<file path="src/rtl/ysyx_22040127_fetch_pkg.sv">
// Shared definitions for the instruction-fetch stage: state encodings,
// bus width, default boot address and small address helpers.
package ysyx_22040127_fetch_pkg;

    localparam logic [1:0] S_REQ  = 2'd0;
    localparam logic [1:0] S_WAIT = 2'd1;
    localparam logic [1:0] S_HOLD = 2'd2;

    localparam int unsigned IF_TO_ID_WIDTH = 64;

    localparam logic [31:0] FETCH_RESET_PC = 32'h8000_0000;

    // Sequential next pc; wraps naturally at 2^32.
    function automatic logic [31:0] fetch_next_pc(input logic [31:0] pc);
        return pc + 32'd4;
    endfunction

    // Redirect targets are forced onto a word boundary.
    function automatic logic [31:0] fetch_align_word(input logic [31:0] addr);
        return addr & 32'hFFFF_FFFC;
    endfunction

endpackage

</file>
<file path="src/rtl/ysyx_22040127_fetch.sv">
// Instruction-fetch stage: one outstanding request to instruction memory,
// registered hand-off to decode, and redirect handling that cancels any
// response already in flight.
module ysyx_22040127_fetch
    import ysyx_22040127_fetch_pkg::*;
#(
    parameter logic [31:0] RESET_PC = FETCH_RESET_PC
) (
    input  logic                      clk,
    input  logic                      rst,
    input  logic                      id_allowin,
    output logic                      if_to_id_valid,
    output logic [IF_TO_ID_WIDTH-1:0] if_to_id_bus,
    input  logic                      br_taken,
    input  logic [31:0]               br_target,
    output logic                      imem_req,
    output logic [31:0]               imem_addr,
    input  logic                      imem_addr_ok,
    input  logic                      imem_data_ok,
    input  logic [31:0]               imem_rdata
);

    logic [1:0]                state_q, state_d;
    logic [31:0]               pc_q, pc_d;
    logic                      cancel_q, cancel_d;
    logic [IF_TO_ID_WIDTH-1:0] bus_q, bus_d;

    logic        redirect;
    logic [31:0] redirect_pc;

    // A branch only counts when decode is actually consuming its instruction.
    assign redirect    = br_taken & id_allowin;
    assign redirect_pc = fetch_align_word(br_target);

    // Next-state logic; a redirect outranks every other transition.
    always_comb begin
        state_d  = state_q;
        pc_d     = pc_q;
        cancel_d = cancel_q;
        bus_d    = bus_q;
        case (state_q)
            S_REQ: begin
                if (redirect) begin
                    pc_d = redirect_pc;
                    if (imem_addr_ok) begin
                        // The old address was accepted; its data must be dropped.
                        cancel_d = 1'b1;
                        state_d  = S_WAIT;
                    end
                end else if (imem_addr_ok) begin
                    state_d = S_WAIT;
                end
            end
            S_WAIT: begin
                if (redirect) begin
                    pc_d = redirect_pc;
                    if (imem_data_ok) begin
                        cancel_d = 1'b0;
                        state_d  = S_REQ;
                    end else begin
                        cancel_d = 1'b1;
                    end
                end else if (imem_data_ok) begin
                    if (cancel_q) begin
                        // Stale response: pc already points at the redirect target.
                        cancel_d = 1'b0;
                        state_d  = S_REQ;
                    end else begin
                        bus_d   = {imem_rdata, pc_q};
                        state_d = S_HOLD;
                    end
                end
            end
            S_HOLD: begin
                if (redirect) begin
                    pc_d    = redirect_pc;
                    state_d = S_REQ;
                end else if (id_allowin) begin
                    pc_d    = fetch_next_pc(pc_q);
                    state_d = S_REQ;
                end
            end
            default: begin
                state_d  = S_REQ;
                cancel_d = 1'b0;
            end
        endcase
    end

    // State, pc, cancel flag and output register update.
    always_ff @(posedge clk) begin
        if (rst) begin
            state_q  <= S_REQ;
            pc_q     <= RESET_PC;
            cancel_q <= 1'b0;
            bus_q    <= '0;
        end else begin
            state_q  <= state_d;
            pc_q     <= pc_d;
            cancel_q <= cancel_d;
            bus_q    <= bus_d;
        end
    end

    assign imem_req       = (state_q == S_REQ);
    assign imem_addr      = pc_q;
    // The held instruction is withdrawn in the cycle decode redirects.
    assign if_to_id_valid = (state_q == S_HOLD) & ~redirect;
    assign if_to_id_bus   = bus_q;

endmodule

</file>
<file path="config.mk">
export PLATFORM = sky130hd
export DESIGN_NAME = ysyx_22040127_fetch
export DESIGN_NICKNAME = d
export VERILOG_FILES = /design/src/rtl/ysyx_22040127_fetch_pkg.sv /design/src/rtl/ysyx_22040127_fetch.sv
export SDC_FILE = /design/constraint.sdc
export NUM_CORES = 1
export LEC_CHECK = 0
export CELL_PAD_IN_SITES_DETAIL_PLACEMENT = 1
export CELL_PAD_IN_SITES_GLOBAL_PLACEMENT = 2
export CORE_ASPECT_RATIO = 1.4
export CORE_MARGIN = 1.5
export CORE_UTILIZATION = 26
export CTS_BUF_LIST = sky130_fd_sc_hd__clkbuf_8 sky130_fd_sc_hd__clkbuf_16
export DETAILED_ROUTE_END_ITERATION = 10
export PLACE_DENSITY_LB_ADDON = 0.1
export SYNTH_ARGS = -nofsm -noshare
export SYNTH_HDL_FRONTEND = slang
export SYNTH_SLANG_ARGS = --single-unit
</file>
<file path="constraint.sdc">
create_clock -name clk -period 4.85 [get_ports clk]
set_clock_uncertainty 0.2 [all_clocks]
set_input_delay 0.97 -clock clk [delete_from_list [all_inputs] [get_ports clk]]
set_output_delay 0.97 -clock clk [all_outputs]
set_load 0.01 [all_outputs]
</file>
==> results of run 1 <==
==> power breakdown <==
part	switching, mW	internal (mW)
combinational	0.115	0.130
clock	0.315	0.375
sequential	0.0377	0.808
total	0.467	1.31
==> cell usage in the layout, fill, tap and decap left out, drive strengths merged, types with 5 or more instances in the layout <==
cell type,netlist,routed
clkdlybuf4s50,0,160
nand2,151,151
dfxtp,95,95
a21oi,81,81
nand3,28,28
nor2,25,25
o21ai,24,24
nand4,13,13
nor3,12,12
clkbuf,37,11
inv,9,10
a31oi,9,9
or3,8,8
buf,9,8
nand2b,6,6
a21o,5,5
a22oi,5,5
==> area by class of cell <==
| cell class | count | share of cell area [%] |
|---|---|---|
| flip-flops and latches | 95 | 29.9 |
| repair buffers | 168 | 26.3 |
| clock buffers | 11 | 3.97 |
| inverters | 9 | 0.531 |
| well taps | 203 | 3.99 |
| multi-input cells | 426 | 34.9 |
| clock inverters | 4 | 0.472 |
==> through the flow <==
| stage | util [%] | setup WS, ps |
|---|---|---|
| after floorplan | - | 2020 |
| after global placement | 36.6 | 1150 |
| after detailed placement | 36.6 | 1150 |
| after CTS | 38.3 | 1130 |
| after global routing | 38.3 | 1060 |
| final | 38.3 | 1150 |
==> cell families after synthesis <==
| logic type | synth area share (%) |
|---|---|
| DFF | 43.4 |
| muxes | 1.43 |
| other | 0.0855 |
| AOI/OAI and AO/OA | 19.7 |
| adders and majority gates | 0.285 |
| buffers and inverters | 6.51 |
| and+or+nand+nor | 28.6 |
==> worst max path at each step <==
stage          cells after the start        from              to  slack, ps
2_1_floorplan                      5  id_allowin  if_to_id_valid       2020
3_3_place_gp                       5  id_allowin  if_to_id_valid       1150
3_5_place_dp                       5  id_allowin  if_to_id_valid       1150
4_1_cts                            5  id_allowin  if_to_id_valid       1130
5_1_grt                            5  id_allowin  if_to_id_valid       1060
6_report                           5  id_allowin  if_to_id_valid       1150
==> worst max-delay path, stage by stage <==
cell,delay (ps)
clkdlybuf4s50_1,590
nand2_1,220
nand2_1,110
inv_1,90
clkdlybuf4s50_1,540
==> state kept, by name, indices dropped and copies added, names as in the netlist <==
| signal | flops |
|---|---|
| if_to_id_bus | 62 |
| state_q | 2 |
| cancel_q | 1 |
| imem_addr | 30 |
==> routing by layer <==
| layer | share of wire, % | wire length, microns |
|---|---|---|
| met4 | 1.8 | 285 |
| met1 | 42 | 6610 |
| met2 | 52 | 8330 |
| met5 | 0 | 0 |
| met3 | 4.3 | 688 |
==> run_results.csv, run 1 <==
group,metric,value,unit
status,status,"finished, final reports clean",
synthesis,synthArstFlopShare,0,%
floorplan,die_height,157,microns
floorplan,start_util,26.4,%
worst_setup_path,worstSetupEndpointType,"output port",
worst_setup_path,reg2regPathDepth,6,
worst_setup_path,critPathMaxFanout,10,
synthesis,synth.area.top_cells,"dfxtp_1 (43%), nand2_1 (13%), a21oi_1 (9.2%)",
layout,drive_gt1_share,4.63,%
synthesis,syn_inst,573,
floorplan,rows,56,
clock_tree,cts_buffers,9,
routing,num_vias,4625,
placed_design,place_area,0.00608,sq mm
timing,rsz0062_at_grt,"false",
clock_tree,cts.sink_count,95,
clock_tree,post-cts-setup-buffers,0,
job,max_cap_violations,0,
synthesis,yosysTopAreaCell,"dfxtp_1",
routing,drtIter0Drc,173,
clock_tree,htreeDepth,3,
routing,ant_nets,0,
worst_setup_path,startpoint_type,"primary input",
global_route,grt.busiest_layer,"met2",
clock_tree,cts_resized,0,
layout,n_fill_cell,2027,
placed_design,dp.cells,901,
clock_tree,ctsHoldBuffers,0,
timing,worst_pin_slew,1120,ps
timing,drv_slew,0,
worst_setup_path,r2r_end,"imem_addr[22]",
clock_tree,tritoncts,"done",
global_route,grt_max_degree,98,
timing,hold_viol,0,
clock_tree,clock_latency,350,ps
worst_setup_path,r2r-start,"imem_addr[2]",
pwr,total_power,1.78,mW
pwr,p_per_area,280,mW/mm^2
global_route,first_global_vias,4808,
hold_path,holdPathEnd,"if_to_id_bus[50]",
synthesis,synth.ff_latch_count,95,
layout,synthToLayoutAreaGrowth,45.2,%
pwr,ir_drop,128,uV
global_route,antenna_found_initial,0,
hold_path,whs_path_depth,2,
synthesis,ys_seq_area_share,43.4,%
routing,firstDrtPassIters,4,
synthesis,synthTopCellsByCount,"nand2_1 (151), dfxtp_1 (95), a21oi_1 (81), clkbuf_1 (32), nand3_1 (26)",
routing,wl_per_cell,17.4,microns
synthesis,synth_flop_cell,"dfxtp_1",
global_route,track_usage,17.9,%
timing,setup_viol,0,
floorplan,io_pins,168,
timing,finalCritPeriodShare,76.2,%
global_route,use_met3,3.18,%
placed_design,portBuffers,161,
synthesis,ys_warn_count,0,
timing,max_slew_margin,25.4,%
clock_tree,clk_pin_slew,60,ps
clock_tree,ctsLongestPathBuffers,2,
global_route,gr-total-overflow,0,
routing,drc,0,
placed_design,hpwl,11100,microns
global_route,grt_pass1_wl,24900,microns
layout,ff_latch_area,0.00190,sq mm
global_route,use_met2,33.7,%
floorplan,core_area,0.0166,sq mm
layout,final_nets,780,
synthesis,synth_edf_count,0,
hold_path,hold_class,"flip-flop to flip-flop",
routing,drt-total-wl,15900,microns
hold_path,min_from,"if_to_id_bus[50]",
layout,design_area,0.00637,sq mm
synthesis,synth_top_cell_area_share,43.4,%
pwr,leakage,2.09,nW
worst_setup_path,ff2ff_setup_slack,2150,ps
routing,viasPerCell,5.05,
worst_setup_path,arrival,2530,ps
timing,fmax,271,MHz
placed_design,gp_congestion,0.737,
synthesis,ys_types,57,
layout,multi_input_area,0.00222,sq mm
timing,timing.hold.ws,258,ps
worst_setup_path,path_class,"primary input to output port",
floorplan,die_x,113,microns
synthesis,syn_area,0.00438,sq mm
synthesis,yosysMostFrequentCell,"nand2_1",
worst_setup_path,required,3680,ps
timing,post-route-min-period,3700,ps
global_route,met1_usage,20.2,%
layout,instances_no_fill,916,
layout,diodes,0,
timing,tns,0,ps
floorplan,dieArea,0.0177,sq mm
clock_tree,root_buffer,"clkbuf_16",
synthesis,avgSynthCellArea,7.65,sq um
Power figures use the tool's default switching activity.
==> inputs of run 2 (changes only) <==
--- a/config.mk
+++ b/config.mk
@@ -9,7 +9,7 @@
 export CELL_PAD_IN_SITES_GLOBAL_PLACEMENT = 2
 export CORE_ASPECT_RATIO = 1.4
 export CORE_MARGIN = 1.5
-export CORE_UTILIZATION = 26
+export CORE_UTILIZATION = 21
 export CTS_BUF_LIST = sky130_fd_sc_hd__clkbuf_8 sky130_fd_sc_hd__clkbuf_16
 export DETAILED_ROUTE_END_ITERATION = 10
 export PLACE_DENSITY_LB_ADDON = 0.1
==> constraint.sdc (replaced) <==
create_clock -name clk -period 3.4 [get_ports clk]
set_clock_uncertainty 0.2 [all_clocks]
set_input_delay 0.68 -clock clk [delete_from_list [all_inputs] [get_ports clk]]
set_output_delay 0.68 -clock clk [all_outputs]
set_load 0.01 [all_outputs]
==> run 2 against run 1 <==
  * Sequential share of layout area fell by 0.74 points
  * Critical endpoint unchanged
  * Clock power rose by 57%
  * Critical path type unchanged
  * Largest power group unchanged
  * Count of clock-buffer cells in the layout fell by 2
==> run_results.csv, run 2 (synthesis gave the netlist of run 1 again) <==
group,metric,value,unit
clock_tree,tritoncts,"done",
clock_tree,ctsLongestPathBuffers,2,
floorplan,rows,62,
routing,firstDrtPassIters,4,
clock_tree,htreeDepth,3,
clock_tree,root_buffer,"clkbuf_16",
hold_path,holdPathEnd,"if_to_id_bus[5]",
placed_design,hpwl,12100,microns
floorplan,die_x,125,microns
global_route,track_usage,15.7,%
job,max_cap_violations,0,
worst_setup_path,worstSetupEndpointType,"output port",
layout,final_cell_mix,"clkdlybuf4s50_1 (160), nand2_1 (151), dfxtp_1 (95)",
worst_setup_path,critPathBufInv,3,
timing,post-route-min-period,3010,ps
worst_setup_path,arrival,2130,ps
hold_path,min_from,"if_to_id_bus[5]",
worst_setup_path,critical_path.slowest_cell,"clkdlybuf4s50_1",
timing,tns,0,ps
clock_tree,post-cts-setup-buffers,0,
routing,wl_per_cell,17.3,microns
global_route,grt_max_degree,47,
worst_setup_path,required,2520,ps
worst_setup_path,worst-path-stages,5,
pwr,p_per_area,405,mW/mm^2
status,status,"finished, final reports clean",
global_route,antenna_found_initial,0,
worst_setup_path,crit_path_max_incr_delay,550,ps
routing,drc,0,
layout,final_common_cell,"clkdlybuf4s50_1",
layout,finalCoreUtilization,31.9,%
layout,final_nets,790,
timing,setup_viol,0,
timing,rsz0062_at_grt,"false",
clock_tree,clk_pin_slew,70,ps
floorplan,dieArea,0.0218,sq mm
timing,fmax,332,MHz
floorplan,core_area,0.0205,sq mm
worst_setup_path,reg2regPathDepth,6,
clock_tree,cts_resized,0,
timing,hold_viol,0,
worst_setup_path,path_class,"primary input to output port",
layout,largest_reg_flops,62,
layout,diodes,0,
clock_tree,cts_buffers,9,
clock_tree,cts.sink_count,95,
worst_setup_path,r2r_end,"imem_addr[26]",
routing,num_vias,4639,
floorplan,io_pins,168,
clock_tree,ctsHoldBuffers,0,
routing,ant_nets,0,
worst_setup_path,critPathMaxFanout,8,
routing,drtIter0Drc,169,
timing,worst_pin_slew,809,ps
worst_setup_path,path_cells,"clkdlybuf4s50_1, nand2_1, nand2_1, inv_1, clkdlybuf4s50_1",
timing,finalCritPeriodShare,88.6,%
worst_setup_path,ff2ff_setup_slack,980,ps
worst_setup_path,r2r-start,"imem_addr[2]",
routing,drt-total-wl,17000,microns
worst_setup_path,startpoint_type,"primary input",
global_route,first_global_vias,4793,
hold_path,hold_class,"flip-flop to flip-flop",
global_route,grt_pass1_wl,27100,microns
timing,drv_slew,0,
placed_design,portBuffers,161,
layout,synthToLayoutAreaGrowth,48.9,%
global_route,gr-total-overflow,0,
timing,max_slew_margin,46.0,%
placed_design,gp_congestion,0.787,
floorplan,start_util,21.4,%
worst_setup_path,cp_top_family,"buffers and inverters",
floorplan,die_height,174,microns
hold_path,whs_path_depth,2,
layout,drive_gt1_share,6.08,%
pwr,ir_drop,190,uV
routing,viasPerCell,4.73,
clock_tree,clock_latency,350,ps
pwr,leakage,2.14,nW
run 2: where the power goes:
group	internal (mW)	total, mW	switching, mW
sequential	1.15	1.20	0.0528
combinational	0.192	0.362	0.170
clock	0.581	1.08	0.499
total	1.92	2.65	0.721
run 2: layout make-up:
| class | count | area (sq um) |
|---|---|---|
| multi-input cells | 426 | 2220 |
| flip-flops and latches | 95 | 1900 |
| clock buffers | 9 | 225 |
| clock inverters | 7 | 78.8 |
| repair buffers | 178 | 1750 |
| inverters | 9 | 33.8 |
| fillers | 2437 | 14000 |
| well taps | 256 | 320 |
run 2: how the worst max path moves through the flow:
stage          startpoint             end  slack [ps]
6_report         br_taken  if_to_id_valid         390
5_1_grt          br_taken  if_to_id_valid         220
4_1_cts          br_taken  if_to_id_valid         360
3_5_place_dp     br_taken    imem_addr[8]         300
3_3_place_gp     br_taken    imem_addr[8]         390
2_1_floorplan  id_allowin  if_to_id_valid        1150
run 2: through the flow:
stage / instance area, sq um / hold slack [ps] / cells / power [mW] / setup slack, ps
2_1_floorplan: 4400 / 272 / 576 / 1.38 / 1150
3_3_place_gp: 6220 / 242 / 964 / 1.59 / 392
3_5_place_dp: 6220 / 247 / 964 / 1.60 / 302
4_1_cts: 6530 / 258 / 980 / 2.71 / 359
5_1_grt: 6530 / 279 / 980 / 2.78 / 219
6_report: 6530 / 256 / 980 / 2.65 / 388
run 2: tightest hold or removal path: cells and delay by family (launching register included):
kind | cells | cell delay [ps]
flip-flops | 1 | 310
AND/OR/NAND/NOR | 1 | 50
AO/OA/AOI/OAI | 1 | 50
run 2: metal layers:
layer / vias up / wire, microns / part of all wire (%) / global-route usage [%]
met5: - / 0 / 0 / 0
met4: 0 / 233 / 1.4 / 4.55
met3: 12 / 720 / 4.2 / 3.35
met2: 119 / 8730 / 51 / 27.8
met1: 2234 / 7320 / 43 / 19.0
li1: 2274 / - / - / -
